==> src/rtl/m_divide_8x4_if.sv <==
// Handshake and operand/result bundle for the m_divide_8x4 sequential divider.
// master drives requests and observes results; slave is the divider.
interface m_divide_8x4_if #(
  parameter int DIVIDEND_WIDTH = 8,
  parameter int DIVISOR_WIDTH  = 4
);
  logic                      start_i;
  logic [DIVIDEND_WIDTH-1:0] dividend_i;
  logic [DIVISOR_WIDTH-1:0]  divisor_i;
  logic                      ready_o;
  logic                      valid_o;
  logic [DIVIDEND_WIDTH-1:0] quotient_o;
  logic [DIVISOR_WIDTH-1:0]  remainder_o;
  logic                      div_zero_o;

  modport master (
    output start_i, dividend_i, divisor_i,
    input  ready_o, valid_o, quotient_o, remainder_o, div_zero_o
  );

  modport slave (
    input  start_i, dividend_i, divisor_i,
    output ready_o, valid_o, quotient_o, remainder_o, div_zero_o
  );
endinterface

==> src/rtl/m_divide_8x4.sv <==
// Sequential restoring unsigned divider, one quotient bit per clock, MSB first.
// Define DIVIDE_ROUND_EN to round the quotient half up instead of truncating.
module m_divide_8x4 #(
  parameter int DIVIDEND_WIDTH = 8,
  parameter int DIVISOR_WIDTH  = 4
) (
  input  logic                 clk,
  input  logic                 rst,
  m_divide_8x4_if.slave        div_if
);

  localparam int CNT_W = $clog2(DIVIDEND_WIDTH + 1);
  localparam logic [CNT_W-1:0] LAST_ITER = CNT_W'(DIVIDEND_WIDTH - 1);

  typedef enum logic [1:0] {
    IDLE = 2'd0,
    BUSY = 2'd1,
    DONE = 2'd2
  } state_t;

  state_t                    state_q, state_d;
  logic [DIVIDEND_WIDTH-1:0] dvd_q, dvd_d;
  logic [DIVISOR_WIDTH-1:0]  dsr_q, dsr_d;
  logic [DIVISOR_WIDTH-1:0]  rem_q, rem_d;
  logic [CNT_W-1:0]          cnt_q, cnt_d;
  logic [DIVIDEND_WIDTH-1:0] quotient_q, quotient_d;
  logic [DIVISOR_WIDTH-1:0]  remainder_q, remainder_d;
  logic                      div_zero_q, div_zero_d;

  logic [DIVISOR_WIDTH:0]    partial;
  logic                      qbit;
  logic [DIVISOR_WIDTH-1:0]  rem_n;
  logic [DIVIDEND_WIDTH-1:0] dvd_n;
  logic [DIVIDEND_WIDTH-1:0] quo_fin;

  // dvd_q shifts left each iteration; quotient bits enter at the LSB, so after
  // the last iteration it holds the full quotient.
  assign partial = {rem_q, dvd_q[DIVIDEND_WIDTH-1]};
  assign qbit    = (partial >= {1'b0, dsr_q});
  // The difference is always below the divisor, so the low bits are exact.
  assign rem_n   = qbit ? (partial[DIVISOR_WIDTH-1:0] - dsr_q) : partial[DIVISOR_WIDTH-1:0];
  assign dvd_n   = {dvd_q[DIVIDEND_WIDTH-2:0], qbit};

`ifdef DIVIDE_ROUND_EN
  logic round_up;
  // An all-ones floor quotient implies divisor 1 and remainder 0, so no wrap.
  assign round_up = ({rem_n, 1'b0} >= {1'b0, dsr_q});
  assign quo_fin  = dvd_n + DIVIDEND_WIDTH'(round_up);
`else
  assign quo_fin  = dvd_n;
`endif

  always_comb begin
    state_d     = state_q;
    dvd_d       = dvd_q;
    dsr_d       = dsr_q;
    rem_d       = rem_q;
    cnt_d       = cnt_q;
    quotient_d  = quotient_q;
    remainder_d = remainder_q;
    div_zero_d  = div_zero_q;
    case (state_q)
      IDLE: begin
        if (div_if.start_i) begin
          dvd_d = div_if.dividend_i;
          dsr_d = div_if.divisor_i;
          rem_d = '0;
          cnt_d = '0;
          if (div_if.divisor_i == '0) begin
            state_d     = DONE;
            quotient_d  = '1;
            remainder_d = '0;
            div_zero_d  = 1'b1;
          end else begin
            state_d = BUSY;
          end
        end
      end
      BUSY: begin
        dvd_d = dvd_n;
        rem_d = rem_n;
        cnt_d = cnt_q + 1'b1;
        if (cnt_q == LAST_ITER) begin
          state_d     = DONE;
          quotient_d  = quo_fin;
          remainder_d = rem_n;
          div_zero_d  = 1'b0;
        end
      end
      DONE:    state_d = IDLE;
      default: state_d = IDLE;
    endcase
  end

  always_ff @(posedge clk or posedge rst) begin
    if (rst) begin
      state_q     <= IDLE;
      dvd_q       <= '0;
      dsr_q       <= '0;
      rem_q       <= '0;
      cnt_q       <= '0;
      quotient_q  <= '0;
      remainder_q <= '0;
      div_zero_q  <= 1'b0;
    end else begin
      state_q     <= state_d;
      dvd_q       <= dvd_d;
      dsr_q       <= dsr_d;
      rem_q       <= rem_d;
      cnt_q       <= cnt_d;
      quotient_q  <= quotient_d;
      remainder_q <= remainder_d;
      div_zero_q  <= div_zero_d;
    end
  end

  assign div_if.ready_o     = (state_q == IDLE);
  assign div_if.valid_o     = (state_q == DONE);
  assign div_if.quotient_o  = quotient_q;
  assign div_if.remainder_o = remainder_q;
  assign div_if.div_zero_o  = div_zero_q;

endmodule
==> src/flat_wrapper.sv <==
// flat-port wrapper written by rule: the top's interface ports become plain ports
module m_divide_8x4_flat 
#(
  parameter int DIVIDEND_WIDTH = 8,
  parameter int DIVISOR_WIDTH  = 4
)
  (clk, rst, div_if_start_i, div_if_dividend_i, div_if_divisor_i, div_if_ready_o, div_if_valid_o, div_if_quotient_o, div_if_remainder_o, div_if_div_zero_o);
  m_divide_8x4_if #(.DIVIDEND_WIDTH(DIVIDEND_WIDTH), .DIVISOR_WIDTH(DIVISOR_WIDTH)) div_if_i ();
  input  logic clk;
  input  logic rst;
  input wire logic [$bits(div_if_i.start_i)-1:0] div_if_start_i;
  input wire logic [$bits(div_if_i.dividend_i)-1:0] div_if_dividend_i;
  input wire logic [$bits(div_if_i.divisor_i)-1:0] div_if_divisor_i;
  output wire logic [$bits(div_if_i.ready_o)-1:0] div_if_ready_o;
  output wire logic [$bits(div_if_i.valid_o)-1:0] div_if_valid_o;
  output wire logic [$bits(div_if_i.quotient_o)-1:0] div_if_quotient_o;
  output wire logic [$bits(div_if_i.remainder_o)-1:0] div_if_remainder_o;
  output wire logic [$bits(div_if_i.div_zero_o)-1:0] div_if_div_zero_o;
  assign div_if_i.start_i = div_if_start_i;
  assign div_if_i.dividend_i = div_if_dividend_i;
  assign div_if_i.divisor_i = div_if_divisor_i;
  assign div_if_ready_o = div_if_i.ready_o;
  assign div_if_valid_o = div_if_i.valid_o;
  assign div_if_quotient_o = div_if_i.quotient_o;
  assign div_if_remainder_o = div_if_i.remainder_o;
  assign div_if_div_zero_o = div_if_i.div_zero_o;
  m_divide_8x4 #(.DIVIDEND_WIDTH(DIVIDEND_WIDTH), .DIVISOR_WIDTH(DIVISOR_WIDTH)) u_core (.clk(clk), .rst(rst), .div_if(div_if_i));
endmodule
==> config.mk <==
export PLATFORM = sky130hd
export DESIGN_NAME = m_divide_8x4_flat
export DESIGN_NICKNAME = d
export VERILOG_FILES = /design/src/rtl/m_divide_8x4_if.sv /design/src/rtl/m_divide_8x4.sv /design/src/flat_wrapper.sv
export SDC_FILE = /design/constraint.sdc
export NUM_CORES = 1
export LEC_CHECK = 0
export ABC_CLOCK_PERIOD_IN_PS = 2900
export CORE_ASPECT_RATIO = 0.75
export CORE_MARGIN = 4
export CORE_UTILIZATION = 56
export CTS_CLUSTER_DIAMETER = 100
export DETAILED_ROUTE_END_ITERATION = 8
export GPL_ROUTABILITY_DRIVEN = 0
export PLACE_DENSITY = 0.86
export SLEW_MARGIN = 5
export SYNTH_ARGS = -nofsm -noshare
export SYNTH_HDL_FRONTEND = slang
export SYNTH_SLANG_ARGS = --single-unit
==> constraint.sdc <==
create_clock -name clk -period 2.9 [get_ports clk]
set_input_delay 0.58 -clock clk [delete_from_list [all_inputs] [get_ports clk]]
set_output_delay 0.58 -clock clk [all_outputs]
set_load 0.02 [all_outputs]
==> results.md, run 1 <==
* Outcome: complete, no violations
* Power per cell area at about 1200 mW/mm²
* Synth warn at 0
* Max Used Layer: met4
* Vias at ~1400
* IO Port Bufs at 29
* Routed wire length per instance at 15.3 µm
* Critical path class: reg -> out
* Site row count at 17
* Hold WS at around 0.49 ns
* CTS Buf Count at 5
* Total Routing Usage GR at roughly a fifth
* WL met1 at about 1.7 mm
* Register share of total power at about a third
* Most common cell after layout, fill and taps aside: dfrtp_1
* Worst Max-Slew Pin Slew at approximately 0.88 ns
* Area of the core at about 0.003 mm²
* CP Launch Type: register
* Hold path depth at 1
* Worst EP arrival at 1.57 ns
* Layout area overhead at 23.0%
* Max incr delay on CP at about 0.62 ns
* Iteration-0 DRC Markers at 90
* Pin count of the biggest net entering global routing at 36
* Clock transition at the registers of the reported paths at approximately 0.070 ns
* First-pass GRT wire length at 6.73 mm
* FF+latch count, synth at 35
* Worst R2R Path Depth at 3
* Detailed Route WL at 3.69 mm
* Tcrit/Tclk final at 74.2%
* Area of the mapped netlist at about 0.0017 mm²
* Multi-input gate area at about 750 µm²
* Clock sinks at 35
* FF/Latch Area at 876 µm²
* Max IR drop VDD at about 0.00069 V
* P_sw at approximately 1.1 mW
* Nets@finish at approximately 220
* Met3 wire length at around 180 µm
* Hold buffer count at cts at 0
* Met2 WL at 1.84 mm
* Cell count after synthesis at 170
* Final Hold Fails at 0
* CP max-delay cell: clkdlybuf4s50_1
* Most frequent cells in the layout: 35 x dfrtp_1, 29 x clkdlybuf4s50_1, 22 x nand2_1
* Die Ht at about 56 µm
* Sw Ratio at about 42%
* Via density at approximately 5.7
* Comb pwr share at 51.5%
* Clock Tree Buf Depth at 2
* Die area at around 0.0041 mm²
* CTS H-tree depth at 2
* Power share of the clock group at between 10% and 20%
* CTS tree: built
* Data required time of the worst path at about 2.3 ns
* Min cycle time layout at roughly 2.2 ns
* DRC viols at 0
* Worst slew margin at 41.2%
* # fillers at between 200 and 250
* Crit-path max FO at 6
* Worst-Skew Late Latency at 0.28 ns
* Crit. End Element: primary output
* Drt first pass iters at 4
* CP Cell Sequence: nor2b_1, clkdlybuf4s50_1
* Starting density of the core at between 50% and 60%
* Syn_area_per_cell at around 10 µm²
* Global route total overflow at 0
* ANT cells at 0
* I/O pin total at 30
* Fraction of layout cells with a size suffix above 1 at 9.85%
* Antenna viol nets, final at 0
* Cell variety after synth at 40
* Register area share after synthesis at 50.2%
* Count of final max-slew check failures at 0
* Max-Cap Viols at 0
* Setup TNS at 0 ns
* Number of buffers added for setup after CTS at 0
* # setup viols final at 0
* Post-cts sizing count at 0
* Leak pwr at 0.995 nW
* Internal Power at approximately 1.6 mW
* RSZ-0062 raised after global routing: false
* Max Clk Rate at around 460 MHz
* Die W at approximately 72 µm
* Initial antenna violation count at 0
* Vias in the first global route at 1402
* Post-detailed-placement half-perimeter wirelength at 2.76 mm
* Layout Skew at just under 0.003 ns
* Root buffer cell: clkbuf_8
* Worst hold-check path type: reg -> reg
* Post-Syn Nets at 191
## cell families after synthesis
group	Yosys count	share of synthesized area, %
AOI/OAI and AO/OA	42	16.2
adders and majority gates	6	4.73
muxes	7	4.01
buffers and inverters	22	6.59
xor gates and xnor gates	2	1.00
DFF	35	50.2
and+or+nand+nor	56	17.3
## stage by stage
stage                     setup WS [ns]  power, mW  cells  utilization, %  instance area (µm²)
final                             0.748       2.66    241            72.6                 2150
after global routing              0.661       2.86    241            72.6                 2150
after CTS                         0.732       2.66    241            72.6                 2150
after detailed placement          0.684       2.27    233            69.2                 2050
after global placement            0.808       2.19    233            69.2                 2050
after floorplan                    1.33       1.86    170               -                 1750
## routing by layer
metal / global-route usage [%] / vias to the layer above
met3: 5.90 / 3
met4: 4.21 / 0
met1: 27.5 / 688
met2: 34.1 / 37
li1: - / 651
met5: 0 / -
## synthesized netlist by cell type
cell / count / area share (%)
nor3_1: 10 / 2.9
o21bai_1: 1 / 0.43
clkbuf_1: 1 / 0.21
and2_1: 2 / 0.72
o211ai_1: 2 / 0.86
a21bo_2: 1 / 0.57
nand3_1: 4 / 1.1
o22ai_1: 1 / 0.36
inv_2: 1 / 0.21
nand2b_1: 2 / 0.72
nor2_1: 5 / 1.1
fa_1: 1 / 1.1
a211oi_1: 1 / 0.43
nand2_1: 22 / 4.7
a31oi_1: 1 / 0.36
a21boi_2: 1 / 0.65
nor3b_4: 1 / 1.1
a22oi_4: 1 / 1.2
ha_1: 5 / 3.6
a22o_1: 1 / 0.50
a32o_1: 4 / 2.3
nor2b_4: 2 / 1.6
mux2i_1: 7 / 4.0
nor2b_1: 2 / 0.72
xnor2_1: 1 / 0.50
o21ai_0: 14 / 4.0
o21a_1: 1 / 0.43
nor4_2: 1 / 0.72
xor2_1: 1 / 0.50
buf_2: 2 / 0.57
inv_1: 14 / 3.0
buf_6: 4 / 2.6
and3b_1: 1 / 0.50
o31ai_1: 1 / 0.43
a21oi_1: 10 / 2.9
o21ai_1: 1 / 0.29
or2_2: 1 / 0.36
nand4_1: 3 / 1.1
dfrtp_1: 35 / 50
a21oi_2: 1 / 0.50
## worst max-delay path, delay by kind of cell, from the launching register on
family | cells | cell delay, ns
buf+inv | 1 | 0.62
flops | 1 | 0.49
simple gates | 1 | 0.18
## worst paths after layout
| path | start | endpoint | slack [ns] |
|---|---|---|---|
| worst min-delay path | u_core.cnt_q[3]$_DFFE_PP0P_ | u_core.cnt_q[3]$_DFFE_PP0P_ | 0.49 |
| max in group asynchronous | rst | u_core.dsr_q[0]$_DFFE_PP0P_ | 1.90 |
| min in group asynchronous | rst | u_core.div_if.div_zero_o$_DFFE_PP0P_ | 0.70 |
| worst min register to register | u_core.cnt_q[3]$_DFFE_PP0P_ | u_core.cnt_q[3]$_DFFE_PP0P_ | 0.49 |
| worst max register to register | u_core.state_q[1]$_DFFE_PP0P_ | u_core.div_if.quotient_o[0]$_DFFE_PP0P_ | 1.06 |
| worst max-delay path | u_core.state_q[1]$_DFFE_PP0P_ | div_if_valid_o | 0.75 |
## sequential cells by signal, indices dropped and copies added (netlist names)
signal and flops:
u_core.div_if.quotient_o 8, u_core.dvd_q 8, u_core.cnt_q 4, u_core.div_if.remainder_o 4, u_core.dsr_q 4, u_core.rem_q 4, u_core.state_q 2, u_core.div_if.div_zero_o 1
## power groups by stage
stage                     Sequential, mW  Combinational [mW]  Clock, mW
final                              0.900                1.37      0.386
after global routing               0.926                1.52      0.421
after CTS                          0.898                1.37      0.388
after detailed placement           0.905                1.36          0
after global placement             0.887                1.30          0
after floorplan                    0.965               0.899          0
## final cells by class
cell class                      count  area share, %
Tap cell                           38           2.21
Sequential cell                    35           40.8
Clock buffer                        8           4.66
Multi-Input combinational cell    113           35.1
Timing Repair Buffer               32           14.6
Inverter                           15           2.62
Power figures use the tool's default switching activity.
==> inputs of run 2 (changes only) <==
- ABC_CLOCK_PERIOD_IN_PS: 2900 -> 2000
- CORE_UTILIZATION: 56 -> 52
- PLACE_DENSITY: 0.86 -> 0.81
- clock period: 2.9 -> 2 ns (I/O delays scaled with it)
==> results.md, run 2 (same netlist as run 1, synthesis figures left out) <==
* Outcome: complete, no violations (unchanged)
* Comb pwr share at 52.4% (was 51.5%)
* I/O pin total at 30 (unchanged)
* Min cycle time layout at just under 2 ns
* CP Launch Type: register (unchanged)
* Layout area overhead at 23.4% (was 23.0%)
* Via density at 5.74 (was 5.72)
* Root buffer cell: clkbuf_8 (unchanged)
* Post-placement cell count at 235 (was 233)
* Hold WS at 0.492 ns (was 0.489 ns)
* CTS H-tree depth at 2 (unchanged)
* Iteration-0 DRC Markers at 105 (was 90)
* Post-detailed-placement half-perimeter wirelength at 2.78 mm (was 2.76 mm)
* Worst Max-Slew Pin Slew at 0.568 ns (was 0.881 ns)
* Core Util, Final at 69.8% (was 72.6%)
* Critical path class: reg -> out (unchanged)
* Vias at 1389 (was 1379)
* Drt first pass iters at 4 (unchanged)
* Pin count of the biggest net entering global routing at 36 (unchanged)
* Worst EP arrival at 1.54 ns (was 1.57 ns)
* DP Worst Slack at -0.00532 ns (was 0.684 ns)
* Internal Power at 2.22 mW (was 1.55 mW)
* Site row count at 17 (unchanged)
* RSZ-0062 raised after global routing: false (unchanged)
* Power share of the clock group at 13.6% (was 14.6%)
* Power per cell area at 1770 mW/mm² (was 1240 mW/mm²)
* Layout Skew at 0.00851 ns (was 0.00290 ns)
* Clock transition at the registers of the reported paths at 0.07 ns (about the same)
* Detailed Route WL at 3.72 mm (was 3.69 mm)
* Hold buffer count at cts at 0 (unchanged)
* Final Hold Fails at 0 (unchanged)
* Data required time of the worst path at 1.60 ns (was 2.32 ns)
* CP max-delay cell: clkdlybuf4s50_1 (unchanged)
* Post-cts sizing count at 0 (unchanged)
* Crit. End Element: primary output (unchanged)
* Vias in the first global route at 1379 (was 1402)
* Fraction of layout cells with a size suffix above 1 at 11.3% (was 9.85%)
* P_sw at 1.60 mW (was 1.10 mW)
* CP Cell Sequence: nor2b_1, clkdlybuf4s50_1 (unchanged)
* Routed wire length per instance at 15.4 µm (was 15.3 µm)
* Die area at 0.00436 mm² (was 0.00408 mm²)
* IO Port Bufs at 29 (unchanged)
* Max incr delay on CP at 0.61 ns (was 0.62 ns)
* Initial antenna violation count at 0 (unchanged)
* ANT cells at 0 (unchanged)
* Area of the core at 0.00308 mm² (was 0.00296 mm²)
* Die Ht at 58.2 µm (was 56.4 µm)
* First-pass GRT wire length at 6.39 mm (was 6.73 mm)
* Crit-path max FO at 7 (was 6)
* Sw Ratio at 41.8% (was 41.6%)
* Leak pwr at 1.01 nW (was 0.995 nW)
* # fillers at 234 (was 220)
* Worst setup margin at 0.0632 ns (was 0.748 ns)
* Clock Tree Buf Depth at 2 (unchanged)
* Most common cell after layout, fill and taps aside: dfrtp_1 (unchanged)
* Multi-input gate area at 754 µm² (unchanged)
* Nets@finish at 225 (was 223)
* Register share of total power at 34.0% (was 33.9%)
* Clock sinks at 35 (unchanged)
* Tcrit/Tclk final at just under 100%
* Number of buffers added for setup after CTS at 0 (unchanged)
* Die W at 74.9 µm (was 72.5 µm)
* DRC viols at 0 (unchanged)
* CTS Buf Count at 5 (unchanged)
* Global route total overflow at 0 (unchanged)
* Hold path depth at 1 (unchanged)
* Worst hold-check path type: reg -> reg (unchanged)
* CTS tree: built (unchanged)
* # setup viols final at 0 (unchanged)
* Setup TNS at 0 ns (unchanged)
* Most frequent cells in the layout: 34 x dfrtp_1, 28 x clkdlybuf4s50_1, 22 x nand2_1 (was 35 x dfrtp_1, 29 x clkdlybuf4s50_1, 22 x nand2_1)
* Worst-Skew Late Latency at 0.29 ns (was 0.28 ns)
* FF/Latch Area at 877 µm² (was 876 µm²)
* Final cell count without fillers at 242 (was 241)
* Starting density of the core at 56.6% (was 59.0%)
* Max Clk Rate at between 500 and 600 MHz
* Worst slew margin at 62.2% (was 41.2%)
* Count of final max-slew check failures at 0 (unchanged)
* Worst R2R Path Depth at 5 (was 3)
* Max-Cap Viols at 0 (unchanged)
* Antenna viol nets, final at 0 (unchanged)
* Total Routing Usage GR at 19.8% (was 20.8%)
* Max IR drop VDD at 0.000801 V (was 0.000690 V)
[run 2: cell count changes in the layout (fill, tap and decap cells not counted), sizes merged]
cell           delta
buf               +2
clkbuf            -2
clkdlybuf4s50     -1
clkinv            +1
dlymetal6s2s      +1
[run 2: cell type report]
type	instances	share of cell area [%]
clock buffers	6	3.83
clock inverters	1	0.232
inverters	15	2.61
multi-input cells	113	35.0
flip-flops and latches	35	40.7
well taps	38	2.21
repair buffers	34	15.3
[run 2: metrics by stage]
stage	cell area [µm²]	power (mW)
global placement	2060	3.21
CTS	2150	3.85
finish	2150	3.82
detailed placement	2060	3.32
floorplan	1750	2.70
global route	2150	4.15
[run 2: worst max-delay path, delay by kind of cell (launching register included)]
kind | cells | cell delay, ns
buf+inv | 1 | 0.61
flops | 1 | 0.48
simple gates | 1 | 0.15
[run 2: path summary, 6_finish.rpt]
kind / end / slack [ns] / from
setup / recovery: div_if_valid_o / 0.06 / u_core.state_q[0]$_DFFE_PP0P_
hold / removal: u_core.cnt_q[3]$_DFFE_PP0P_ / 0.49 / u_core.cnt_q[3]$_DFFE_PP0P_
setup reg to reg: u_core.dvd_q[0]$_DFFE_PP0P_ / 0.19 / u_core.rem_q[1]$_DFFE_PP0P_
hold reg to reg: u_core.cnt_q[3]$_DFFE_PP0P_ / 0.49 / u_core.cnt_q[3]$_DFFE_PP0P_
max in group asynchronous: u_core.state_q[1]$_DFFE_PP0P_ / 1.16 / rst
min in group asynchronous: u_core.div_if.quotient_o[6]$_DFFE_PP0P_ / 0.51 / rst
[run 2: power groups by stage]
| stage | clock [mW] | combinational [mW] | sequential, mW |
|---|---|---|---|
| floorplan | 0 | 1.30 | 1.40 |
| global placement | 0 | 1.92 | 1.29 |
| detailed placement | 0 | 2.01 | 1.31 |
| CTS | 0.527 | 2.02 | 1.30 |
| global route | 0.578 | 2.23 | 1.34 |
| finish | 0.520 | 2.00 | 1.30 |
[run 2: metal layers]
| layer | routed length [µm] | share of wire [%] | global-route usage (%) |
|---|---|---|---|
| met1 | 1610 | 43 | 24.8 |
| met2 | 1780 | 48 | 30.9 |
| met3 | 287 | 7.7 | 8.49 |
| met4 | 45 | 1.2 | 5.84 |
| met5 | 0 | 0 | 0 |
==> inputs of run 3 (changes only) <==
- MAX_ROUTING_LAYER: default -> met4
==> results.md, run 3 (same netlist as run 1, synthesis figures left out) <==
* Global route total overflow at 0 (unchanged)
* CTS Buf Count at 5 (unchanged)
* Count of final max-slew check failures at 0 (unchanged)
* Register share of total power at 33.9% (was 34.0%)
* Post-route cell area at 0.00215 mm² (unchanged)
* Clock transition at the registers of the reported paths at 0.06 ns (was 0.07 ns)
* Starting density of the core at 56.6% (unchanged)
* Crit-path max FO at 7 (unchanged)
* Hold buffer count at cts at 0 (unchanged)
* Die W at 74.9 µm (unchanged)
* Min cycle time layout at 1.94 ns (about the same)
* Crit path to: div_if_valid_o (unchanged)
* Core Util, Final at 69.8% (unchanged)
* CP max-delay cell: clkdlybuf4s50_1 (unchanged)
* Total Routing Usage GR at 20.4% (was 19.8%)
* CTS tree: built (unchanged)
* First-pass GRT wire length at 6.38 mm (was 6.39 mm)
* Worst setup margin at 0.0630 ns (was 0.0632 ns)
* DRC viols at 0 (unchanged)
* Antenna viol nets, final at 0 (unchanged)
* Leak pwr at 1.01 nW (unchanged)
* DP Worst Slack at -0.00532 ns (unchanged)
* RSZ-0062 raised after global routing: false (unchanged)
* CP Launch Point: u_core.state_q[0]$_DFFE_PP0P_ (unchanged)
* Tcrit/Tclk final at 96.8% (about the same)
* CP Cell Sequence: nor2b_1, clkdlybuf4s50_1 (unchanged)
* Worst-Skew Late Latency at 0.29 ns (about the same)
* R2r setup slk at 0.19 ns (about the same)
* Layout Skew at 0.00910 ns (was 0.00851 ns)
* Iteration-0 DRC Markers at 109 (was 105)
* Max incr delay on CP at 0.61 ns (about the same)
* Worst R2R Path Depth at 5 (unchanged)
* Critical path class: reg -> out (unchanged)
* IO Port Bufs at 29 (unchanged)
* Layout area overhead at 23.4% (unchanged)
* Max-Cap Viols at 0 (unchanged)
* Max Clk Rate at 516 MHz (about the same)
* Power share of the clock group at 13.6% (about the same)
* Placed cell areas at 0.00206 mm² (unchanged)
* Die Ht at 58.2 µm (unchanged)
* Fraction of layout cells with a size suffix above 1 at 11.3% (unchanged)
* Reg2reg start: u_core.rem_q[1]$_DFFE_PP0P_ (unchanged)
* Drt first pass iters at 4 (unchanged)
* Die area at 0.00436 mm² (unchanged)
* Post-placement cell count at 235 (unchanged)
* Final cell count without fillers at 242 (unchanged)
* Routed wire length per instance at 15.5 µm (was 15.4 µm)
* CP Launch Type: register (unchanged)
* Most common cell after layout, fill and taps aside: dfrtp_1 (unchanged)
* # setup viols final at 0 (unchanged)
* Power per cell area at 1780 mW/mm² (was 1770 mW/mm²)
* Worst slew margin at 61.5% (was 62.2%)
* I/O pin total at 30 (unchanged)
* Final Hold Fails at 0 (unchanged)
* Data required time of the worst path at 1.60 ns (about the same)
* Clock Tree Buf Depth at 2 (unchanged)
* Vias in the first global route at 1387 (was 1379)
* Sw Ratio at 41.9% (was 41.8%)
* Detailed Route WL at 3.76 mm (was 3.72 mm)
* P_sw at 1.60 mW (about the same)
* Via density at 5.73 (was 5.74)
* CTS H-tree depth at 2 (unchanged)
* Site row count at 17 (unchanged)
* Internal Power at 2.23 mW (was 2.22 mW)
* Worst hold-check path type: reg -> reg (unchanged)
* Most frequent cells in the layout: 34 x dfrtp_1, 28 x clkdlybuf4s50_1, 22 x nand2_1 (unchanged)
* Post-detailed-placement half-perimeter wirelength at 2.78 mm (unchanged)
* Max IR drop VDD at 0.000804 V (was 0.000801 V)
* Pin count of the biggest net entering global routing at 36 (unchanged)
* Worst EP arrival at 1.54 ns (about the same)
* Clock sinks at 35 (unchanged)
* Worst Max-Slew Pin Slew at 0.577 ns (was 0.568 ns)
* Area of the core at 0.00308 mm² (unchanged)
* ANT cells at 0 (unchanged)
* Vias at 1386 (was 1389)
* Initial antenna violation count at 0 (unchanged)
* Outcome: complete, no violations (unchanged)
* Worst R2R End: u_core.dvd_q[0]$_DFFE_PP0P_ (unchanged)
* Comb pwr share at 52.5% (was 52.4%)
* Setup TNS at 0 ns (unchanged)
* Root buffer cell: clkbuf_8 (unchanged)
* Nets@finish at 225 (unchanged)
* # fillers at 234 (unchanged)
* Crit. End Element: primary output (unchanged)
==> run 3: how the worst min path moves through the flow <==
stage,from,endpoint,slack [ns],cells after the start
4_1_cts,u_core.cnt_q[3]$_DFFE_PP0P_,u_core.cnt_q[3]$_DFFE_PP0P_,0.49,1
3_5_place_dp,u_core.div_if.remainder_o[3]$_DFFE_PP0P_,u_core.div_if.remainder_o[3]$_DFFE_PP0P_,0.48,2
2_1_floorplan,u_core.cnt_q[3]$_DFFE_PP0P_,u_core.cnt_q[3]$_DFFE_PP0P_,0.45,1
5_1_grt,u_core.cnt_q[3]$_DFFE_PP0P_,u_core.cnt_q[3]$_DFFE_PP0P_,0.53,1
6_report,u_core.cnt_q[3]$_DFFE_PP0P_,u_core.cnt_q[3]$_DFFE_PP0P_,0.49,1
3_3_place_gp,u_core.div_if.remainder_o[3]$_DFFE_PP0P_,u_core.div_if.remainder_o[3]$_DFFE_PP0P_,0.47,2
==> run 3: repair_timing <==
action                                  CTS  global route
endpoints found under the setup margin    0             2
resized for setup                         0             2
buffers inserted                          0             0
==> run 3: final cells by class <==
cell class / instances / area [µm²] / area share [%]
clock inverter: 1 / 5.00 / 0.232
sequential: 35 / 877 / 40.7
inverter: 15 / 56.3 / 2.61
timing repair buffer: 34 / 330 / 15.3
multi-input combinational: 113 / 754 / 35.0
clock buffer: 6 / 82.6 / 3.83
tap: 38 / 47.5 / 2.21
==> run 3: stage by stage <==
stage	hold slack, ns	power (mW)
6_report	0.491	3.83
5_1_grt	0.530	4.15
4_1_cts	0.494	3.85
3_5_place_dp	0.480	3.32
3_3_place_gp	0.475	3.21
2_1_floorplan	0.450	2.70
==> run 3: power by group through the flow <==
stage          clock [mW]  sequential, mW  combinational (mW)
6_report            0.522            1.30                2.01
3_5_place_dp            0            1.31                2.01
4_1_cts             0.527            1.30                2.02
5_1_grt             0.575            1.34                2.23
3_3_place_gp            0            1.29                1.92
2_1_floorplan           0            1.40                1.30
==> run 3: worst max-delay path, delay by kind of cell, from the launching register on <==
family | cells | cell delay [ns]
buffers and inverters | 1 | 0.61
flip-flops | 1 | 0.48
AND/OR/NAND/NOR | 1 | 0.15
==> run 3: layer usage <==
layer  routed length [µm]  track usage (%)
met5                    0                -
met4                   70             9.64
met3                  248             5.55
met2                 1780             30.9
met1                 1660             25.1
